[src/rtl/inst_queue_if.sv]
// rtl/inst_queue_if.sv - fetch/issue handshake bundle for the instruction queue
interface inst_queue_if #(
    parameter int DEPTH = 8,
    parameter int PTR_W = $clog2(DEPTH)
);
    logic             flush;
    logic             fetch_wen;
    logic [31:0]      fetch_inst;
    logic [31:0]      fetch_pc;
    logic [31:0]      fetch_pc_next;
    logic             issue_req;
    logic             iq_isfull;
    logic             iq_isempty;
    logic [PTR_W:0]   iq_count;
    logic [31:0]      iq_inst;
    logic [31:0]      iq_pc;
    logic [31:0]      iq_pc_next;
    logic             iq_rvalid;

    modport slave (
        input  flush, fetch_wen, fetch_inst, fetch_pc, fetch_pc_next, issue_req,
        output iq_isfull, iq_isempty, iq_count, iq_inst, iq_pc, iq_pc_next, iq_rvalid
    );

    modport master (
        output flush, fetch_wen, fetch_inst, fetch_pc, fetch_pc_next, issue_req,
        input  iq_isfull, iq_isempty, iq_count, iq_inst, iq_pc, iq_pc_next, iq_rvalid
    );
endinterface

[src/rtl/inst_queue.sv]
// rtl/inst_queue.sv - show-ahead circular instruction FIFO between fetch and issue
// Optional same-cycle empty-queue bypass enabled by defining IQ_BYPASS_EN.
module inst_queue #(
    parameter int DEPTH = 8,
    parameter int PTR_W = $clog2(DEPTH)
) (
    input  logic         clk,
    input  logic         rst,
    inst_queue_if.slave  iq
);
    localparam logic [PTR_W:0]   DEPTH_C = (PTR_W + 1)'(DEPTH);
    localparam logic [PTR_W:0]   CNT_ONE = (PTR_W + 1)'(1);
    localparam logic [PTR_W-1:0] PTR_ONE = PTR_W'(1);

    logic [31:0]      inst_q    [DEPTH];
    logic [31:0]      pc_q      [DEPTH];
    logic [31:0]      pc_next_q [DEPTH];
    logic [PTR_W-1:0] rd_ptr_q, rd_ptr_d;
    logic [PTR_W-1:0] wr_ptr_q, wr_ptr_d;
    logic [PTR_W:0]   count_q, count_d;

    logic empty;
    logic full;
    logic bypass;
    logic push;
    logic pop;

    assign empty = (count_q == '0);
    assign full  = (count_q == DEPTH_C);

`ifdef IQ_BYPASS_EN
    assign bypass = empty && iq.fetch_wen && !iq.flush && !rst;
`else
    assign bypass = 1'b0;
`endif

    // A bypassed entry consumed in the same cycle never touches storage.
    assign push = iq.fetch_wen && !full && !iq.flush && !(bypass && iq.issue_req);
    assign pop  = iq.issue_req && !empty && !iq.flush;

    always_comb begin
        rd_ptr_d = rd_ptr_q;
        wr_ptr_d = wr_ptr_q;
        count_d  = count_q;
        if (iq.flush) begin
            rd_ptr_d = '0;
            wr_ptr_d = '0;
            count_d  = '0;
        end else begin
            if (push) wr_ptr_d = wr_ptr_q + PTR_ONE;
            if (pop)  rd_ptr_d = rd_ptr_q + PTR_ONE;
            if (push && !pop)      count_d = count_q + CNT_ONE;
            else if (pop && !push) count_d = count_q - CNT_ONE;
        end
    end

    always_ff @(posedge clk) begin
        if (rst) begin
            rd_ptr_q <= '0;
            wr_ptr_q <= '0;
            count_q  <= '0;
            for (int i = 0; i < DEPTH; i++) begin
                inst_q[i]    <= '0;
                pc_q[i]      <= '0;
                pc_next_q[i] <= '0;
            end
        end else begin
            rd_ptr_q <= rd_ptr_d;
            wr_ptr_q <= wr_ptr_d;
            count_q  <= count_d;
            if (push) begin
                inst_q[wr_ptr_q]    <= iq.fetch_inst;
                pc_q[wr_ptr_q]      <= iq.fetch_pc;
                pc_next_q[wr_ptr_q] <= iq.fetch_pc_next;
            end
        end
    end

    always_comb begin
        if (bypass) begin
            iq.iq_inst    = iq.fetch_inst;
            iq.iq_pc      = iq.fetch_pc;
            iq.iq_pc_next = iq.fetch_pc_next;
        end else begin
            iq.iq_inst    = inst_q[rd_ptr_q];
            iq.iq_pc      = pc_q[rd_ptr_q];
            iq.iq_pc_next = pc_next_q[rd_ptr_q];
        end
        iq.iq_rvalid = (!empty && !iq.flush) || bypass;
    end

    assign iq.iq_isfull  = full;
    assign iq.iq_isempty = empty;
    assign iq.iq_count   = count_q;
endmodule

[src/flat_wrapper.sv]
// flat-port wrapper written by rule: the top's interface ports become plain ports
module inst_queue_flat 
#(
    parameter int DEPTH = 8,
    parameter int PTR_W = $clog2(DEPTH)
)
  (clk, rst, iq_flush, iq_fetch_wen, iq_fetch_inst, iq_fetch_pc, iq_fetch_pc_next, iq_issue_req, iq_iq_isfull, iq_iq_isempty, iq_iq_count, iq_iq_inst, iq_iq_pc, iq_iq_pc_next, iq_iq_rvalid);
  inst_queue_if #(.DEPTH(DEPTH), .PTR_W(PTR_W)) iq_i ();
  input  logic clk;
  input  logic rst;
  input wire logic [$bits(iq_i.flush)-1:0] iq_flush;
  input wire logic [$bits(iq_i.fetch_wen)-1:0] iq_fetch_wen;
  input wire logic [$bits(iq_i.fetch_inst)-1:0] iq_fetch_inst;
  input wire logic [$bits(iq_i.fetch_pc)-1:0] iq_fetch_pc;
  input wire logic [$bits(iq_i.fetch_pc_next)-1:0] iq_fetch_pc_next;
  input wire logic [$bits(iq_i.issue_req)-1:0] iq_issue_req;
  output wire logic [$bits(iq_i.iq_isfull)-1:0] iq_iq_isfull;
  output wire logic [$bits(iq_i.iq_isempty)-1:0] iq_iq_isempty;
  output wire logic [$bits(iq_i.iq_count)-1:0] iq_iq_count;
  output wire logic [$bits(iq_i.iq_inst)-1:0] iq_iq_inst;
  output wire logic [$bits(iq_i.iq_pc)-1:0] iq_iq_pc;
  output wire logic [$bits(iq_i.iq_pc_next)-1:0] iq_iq_pc_next;
  output wire logic [$bits(iq_i.iq_rvalid)-1:0] iq_iq_rvalid;
  assign iq_i.flush = iq_flush;
  assign iq_i.fetch_wen = iq_fetch_wen;
  assign iq_i.fetch_inst = iq_fetch_inst;
  assign iq_i.fetch_pc = iq_fetch_pc;
  assign iq_i.fetch_pc_next = iq_fetch_pc_next;
  assign iq_i.issue_req = iq_issue_req;
  assign iq_iq_isfull = iq_i.iq_isfull;
  assign iq_iq_isempty = iq_i.iq_isempty;
  assign iq_iq_count = iq_i.iq_count;
  assign iq_iq_inst = iq_i.iq_inst;
  assign iq_iq_pc = iq_i.iq_pc;
  assign iq_iq_pc_next = iq_i.iq_pc_next;
  assign iq_iq_rvalid = iq_i.iq_rvalid;
  inst_queue #(.DEPTH(DEPTH), .PTR_W(PTR_W)) u_core (.clk(clk), .rst(rst), .iq(iq_i));
endmodule
[config.mk]
export PLATFORM = sky130hd
export DESIGN_NAME = inst_queue_flat
export DESIGN_NICKNAME = d
export VERILOG_FILES = /design/src/rtl/inst_queue_if.sv /design/src/rtl/inst_queue.sv /design/src/flat_wrapper.sv
export SDC_FILE = /design/constraint.sdc
export NUM_CORES = 1
export LEC_CHECK = 0
export BUFFER_PORTS_ARGS = -buffer_cell sky130_fd_sc_hd__buf_2
export CELL_PAD_IN_SITES_DETAIL_PLACEMENT = 1
export CELL_PAD_IN_SITES_GLOBAL_PLACEMENT = 1
export CORE_MARGIN = 4
export CORE_UTILIZATION = 43
export CTS_BUF_LIST = sky130_fd_sc_hd__clkbuf_2 sky130_fd_sc_hd__clkbuf_4 sky130_fd_sc_hd__clkbuf_8
export DETAILED_ROUTE_END_ITERATION = 6
export GPL_ROUTABILITY_DRIVEN = 0
export PLACE_DENSITY = 0.68
export SLEW_MARGIN = 20
export SYNTH_ARGS = -nofsm -noshare
export SYNTH_HDL_FRONTEND = slang
export SYNTH_SLANG_ARGS = --single-unit
[constraint.sdc]
create_clock -name clk -period 12.6 [get_ports clk]
set_input_delay 0.63 -clock clk [delete_from_list [all_inputs] [get_ports clk]]
set_output_delay 0.63 -clock clk [all_outputs]
set_load 0.01 [all_outputs]
==> run_results.csv <==
group,metric,value,unit
layout,area.sequential,23300,um^2
cts,cts-resized-gates,0,
timing,setup_viol,0,
hold_path,holdPathStages,2,
synthesis,postSynth.asyncResetShare,0,%
layout,layout_common_cells,"sky130_fd_sc_hd__edfxtp_1, sky130_fd_sc_hd__nor2_1, sky130_fd_sc_hd__buf_2",
power,power_per_cell_area,146,nW/um^2
timing,worst_slew_pin_slew,1.14,ns
setup_path,timing.critical_path.cells,"buf_4 -> buf_4 -> mux4_2 -> mux2_2 -> buf_2",
timing,timing_max_transition_violations_final,0,
setup_path,cp.required,11.97,ns
timing,timing.final.ws_setup,7.64,ns
timing,rsz_0062_raised_after_global_routing,"no",
timing,worst_slew_margin_rel,23.7,%
timing,hold-worst-slack,0.162,ns
layout,most_common_cell_after_layout_fill_and_taps_aside,"sky130_fd_sc_hd__edfxtp_1",
synthesis,synth_compound_area_share,0.279,%
cts,numCtsBuffers,135,
setup_path,worst_r2r_path_depth,6,
layout,syn2layout_area_growth,12.9,%
floorplan,dieWidth,290,um
routing,route.vias.total,20300,
global_routing,grt_antenna_before_repair,18,
outcome,run_status,"completed",
routing,dr.pass1.iters,5,
setup_path,critPathKind,"register to output port",
global_routing,remaining_overflow_grt,0,
setup_path,regToRegSetupSlack,8.38,ns
setup_path,cp-start-kind,"register",
floorplan,initial_utilization,43.3,%
synthesis,mappedNetlistNets,2374,
timing,hold_viol_final,0,
layout,combined_area_of_the_multi_input_logic_cells,9840,um^2
cts,clock-sinks,781,
synthesis,synth-edff-count,768,
global_routing,grt_start_max_net_pins,143,
setup_path,timing.critical_path.depth,5,
cts,clkSlewWorstSetupHoldPaths,0.06,ns
layout,final_layout_size_suffix_gt1_share,29.8,%
layout,nets,2598,
timing,layout_worst_path_cycle_share,39.3,%
synthesis,yosysWarnings,0,
global_routing,global_route.peak_usage_layer,"met2",
routing,route.detailed.drc,0,
timing,finalCriticalPeriod,4.96,ns
floorplan,pin_count,204,
cts,ctsHoldBuffers,0,
synthesis,synth_seq_cells,781,
timing,achievable-frequency,0.202,GHz
setup_path,crit_path_frequent_cell,"sky130_fd_sc_hd__buf_4",
synthesis,synthSimpleGateAreaFrac,11.8,%
setup_path,setup.worst_path.end_class,"output port",
global_routing,wire_length_of_the_first_global_routing_pass,143,mm
setup_path,timing.critical_path.buf_inv,3,
synthesis,largest_family_of_logic_cells_by_synthesized_area,"multiplexers",
synthesis,yosys-top-cells-area,"sky130_fd_sc_hd__edfxtp_1, sky130_fd_sc_hd__mux4_2, sky130_fd_sc_hd__nor2_1",
setup_path,critical_path_arrival,4.33,ns
global_routing,grt_use_met2,41.0,%
routing,route.detailed.wl_per_inst,26.7,um
global_routing,grt_met3_usage,4.56,%
cts,post-cts-setup-buffer-count,0,
timing,setup_total_negative_slack,0,ns
routing,drtAntennaViolNets,0,
timing,fin_worst_skew,0.0261,ns
power,ir_drop_worst_vdd,0.0000942,V
floorplan,core.rowCount,103,
setup_path,cpMaxStageDelayCell,"sky130_fd_sc_hd__buf_4",
synthesis,yosys.area.top_type_share,67.6,%
cts,clock_tree_from_tritoncts,"yes",
hold_path,holdCritPathClass,"primary input to register",
synthesis,synth.mux.area_fraction,15.9,%
synthesis,syn_inst,2267,
routing,total_length_of_routed_wires,97.1,mm
synthesis,netlist_area,34100,um^2
floorplan,fp.dieArea,83900,um^2
synthesis,xor_xnor_portion_of_the_synthesized_cell_area,0.154,%
routing,route.detailed.vias_per_inst,5.58,
cts,buffer_depth_of_the_longest_clock_path,3,
cts,clk_lat_worst_skew,0.79,ns
global_routing,grt_pass1_vias,22700,
place,io_buffer_count,203,
layout,final_core_util,48.9,%
synthesis,avgSynthCellArea,15.1,um^2
place,hpwlAfterDp,53.6,mm
power,post-layout-total-power,5620,uW
setup_path,worst_path_dominant_cell_family,"buffers and inverters",
synthesis,synth_area_leader,"sky130_fd_sc_hd__edfxtp_1",
layout,fill_cells,7860,
synthesis,synth-seq-area-share,68.3,%
power,p_leak,0.0132,uW
cts,cts-root-buf,"sky130_fd_sc_hd__clkbuf_8",
synthesis,ys_dominant_reg_cell,"sky130_fd_sc_hd__edfxtp_1",
global_routing,m1_gr_usage,29.0,%
setup_path,worst_path_largest_cell_delay,0.86,ns
place,place_worst_setup_slack,8.22,ns
routing,drt_iter0_drc,1602,
setup_path,worst_r2r_src,"u_core.iq.iq_count[0]",
cts,cts-htree-levels,4,
setup_path,worstSetupEndpoint,"iq_iq_pc[25]",
floorplan,die_h,290,um
synthesis,adder_cell_fraction_of_synth_area,0.242,%
global_routing,grtUsageTotal,23.3,%
setup_path,worst-path-max-fanout,44,
floorplan,fp.coreArea,78900,um^2
flow_run,max-cap-violations,0,
synthesis,number_of_unique_standard_cell_types_used_by_synthesis,36,
setup_path,timing.rr.end,"u_core.inst_q[4][31]",
## flip-flops by register name, indices dropped and copies added (netlist names), named ones only
signal              flops
u_core.inst_q         256
u_core.pc_next_q      256
u_core.pc_q           256
u_core.iq.iq_count      4
u_core.rd_ptr_q         3
u_core.wr_ptr_q         3
## power by group
group          switching [uW]  internal, uW
sequential               31.6          2950
clock                    1070          1230
combinational             216           121
## how the worst min path moves through the flow
stage	slack [ns]	startpoint	to
floorplan	0.49	u_core.rd_ptr_q[2]	register
global placement	0.50	u_core.rd_ptr_q[2]	register
detailed placement	0.52	u_core.rd_ptr_q[2]	register
CTS	0.09	iq_fetch_pc[18]	u_core.pc_q[4][18]
global route	0.11	iq_fetch_pc[19]	u_core.pc_q[0][19]
finish	0.16	iq_fetch_pc[18]	u_core.pc_q[4][18]
## cell usage after synthesis (all sizes together), types with 3 or more instances
master and instances:
nand2b 3, ha 5, clkbuf 51, mux2 96, or3 3, xnor2 4, inv 6, dfxtp 13
nor2 710, nor4 3, nand2 193, mux4 192, edfxtp 768, mux2i 3, and2 74, buf 111
nor3 7, o21bai 8
## worst reg2reg max path, cell delays in order, from the launching register on
cell and delay (ns):
sky130_fd_sc_hd__dfxtp_1 0.45, sky130_fd_sc_hd__or4b_4 0.22, sky130_fd_sc_hd__nand2_2 0.12, sky130_fd_sc_hd__or4_4 0.74, sky130_fd_sc_hd__o21bai_4 0.94, sky130_fd_sc_hd__buf_4 0.60
sky130_fd_sc_hd__buf_4 0.70
## layout make-up
cell class	instances	area share, %
Timing Repair Buffer	249	3.63
Clock buffer	177	5.67
Antenna cell	6	0.0390
Inverter	6	0.0584
Sequential cell	781	60.5
Tap cell	1050	3.41
Clock inverter	54	1.12
Multi-Input combinational cell	1318	25.5
## cells by family after synthesis
group,after synthesis
xor gates and xnor gates,6
AOI/OAI and AO/OA,13
buffers and inverters,168
muxes,291
and+or+nand+nor,1002
DFF,781
adders and majority gates,6
## routing by layer
| layer | up-vias | routed length, um |
|---|---|---|
| li1 | 8726 | - |
| met1 | 10700 | 38600 |
| met2 | 688 | 50000 |
| met3 | 197 | 5640 |
| met4 | 4 | 2910 |
| met5 | - | 26 |
## per-stage QoR
stage | area (um^2) | cells
after floorplan | 34100 | 2267
after global placement | 35900 | 3402
after detailed placement | 35900 | 3403
after CTS | 38500 | 3634
after global routing | 38500 | 3640
final | 38500 | 3641
Note: power is estimated with default switching activity, not from simulation.
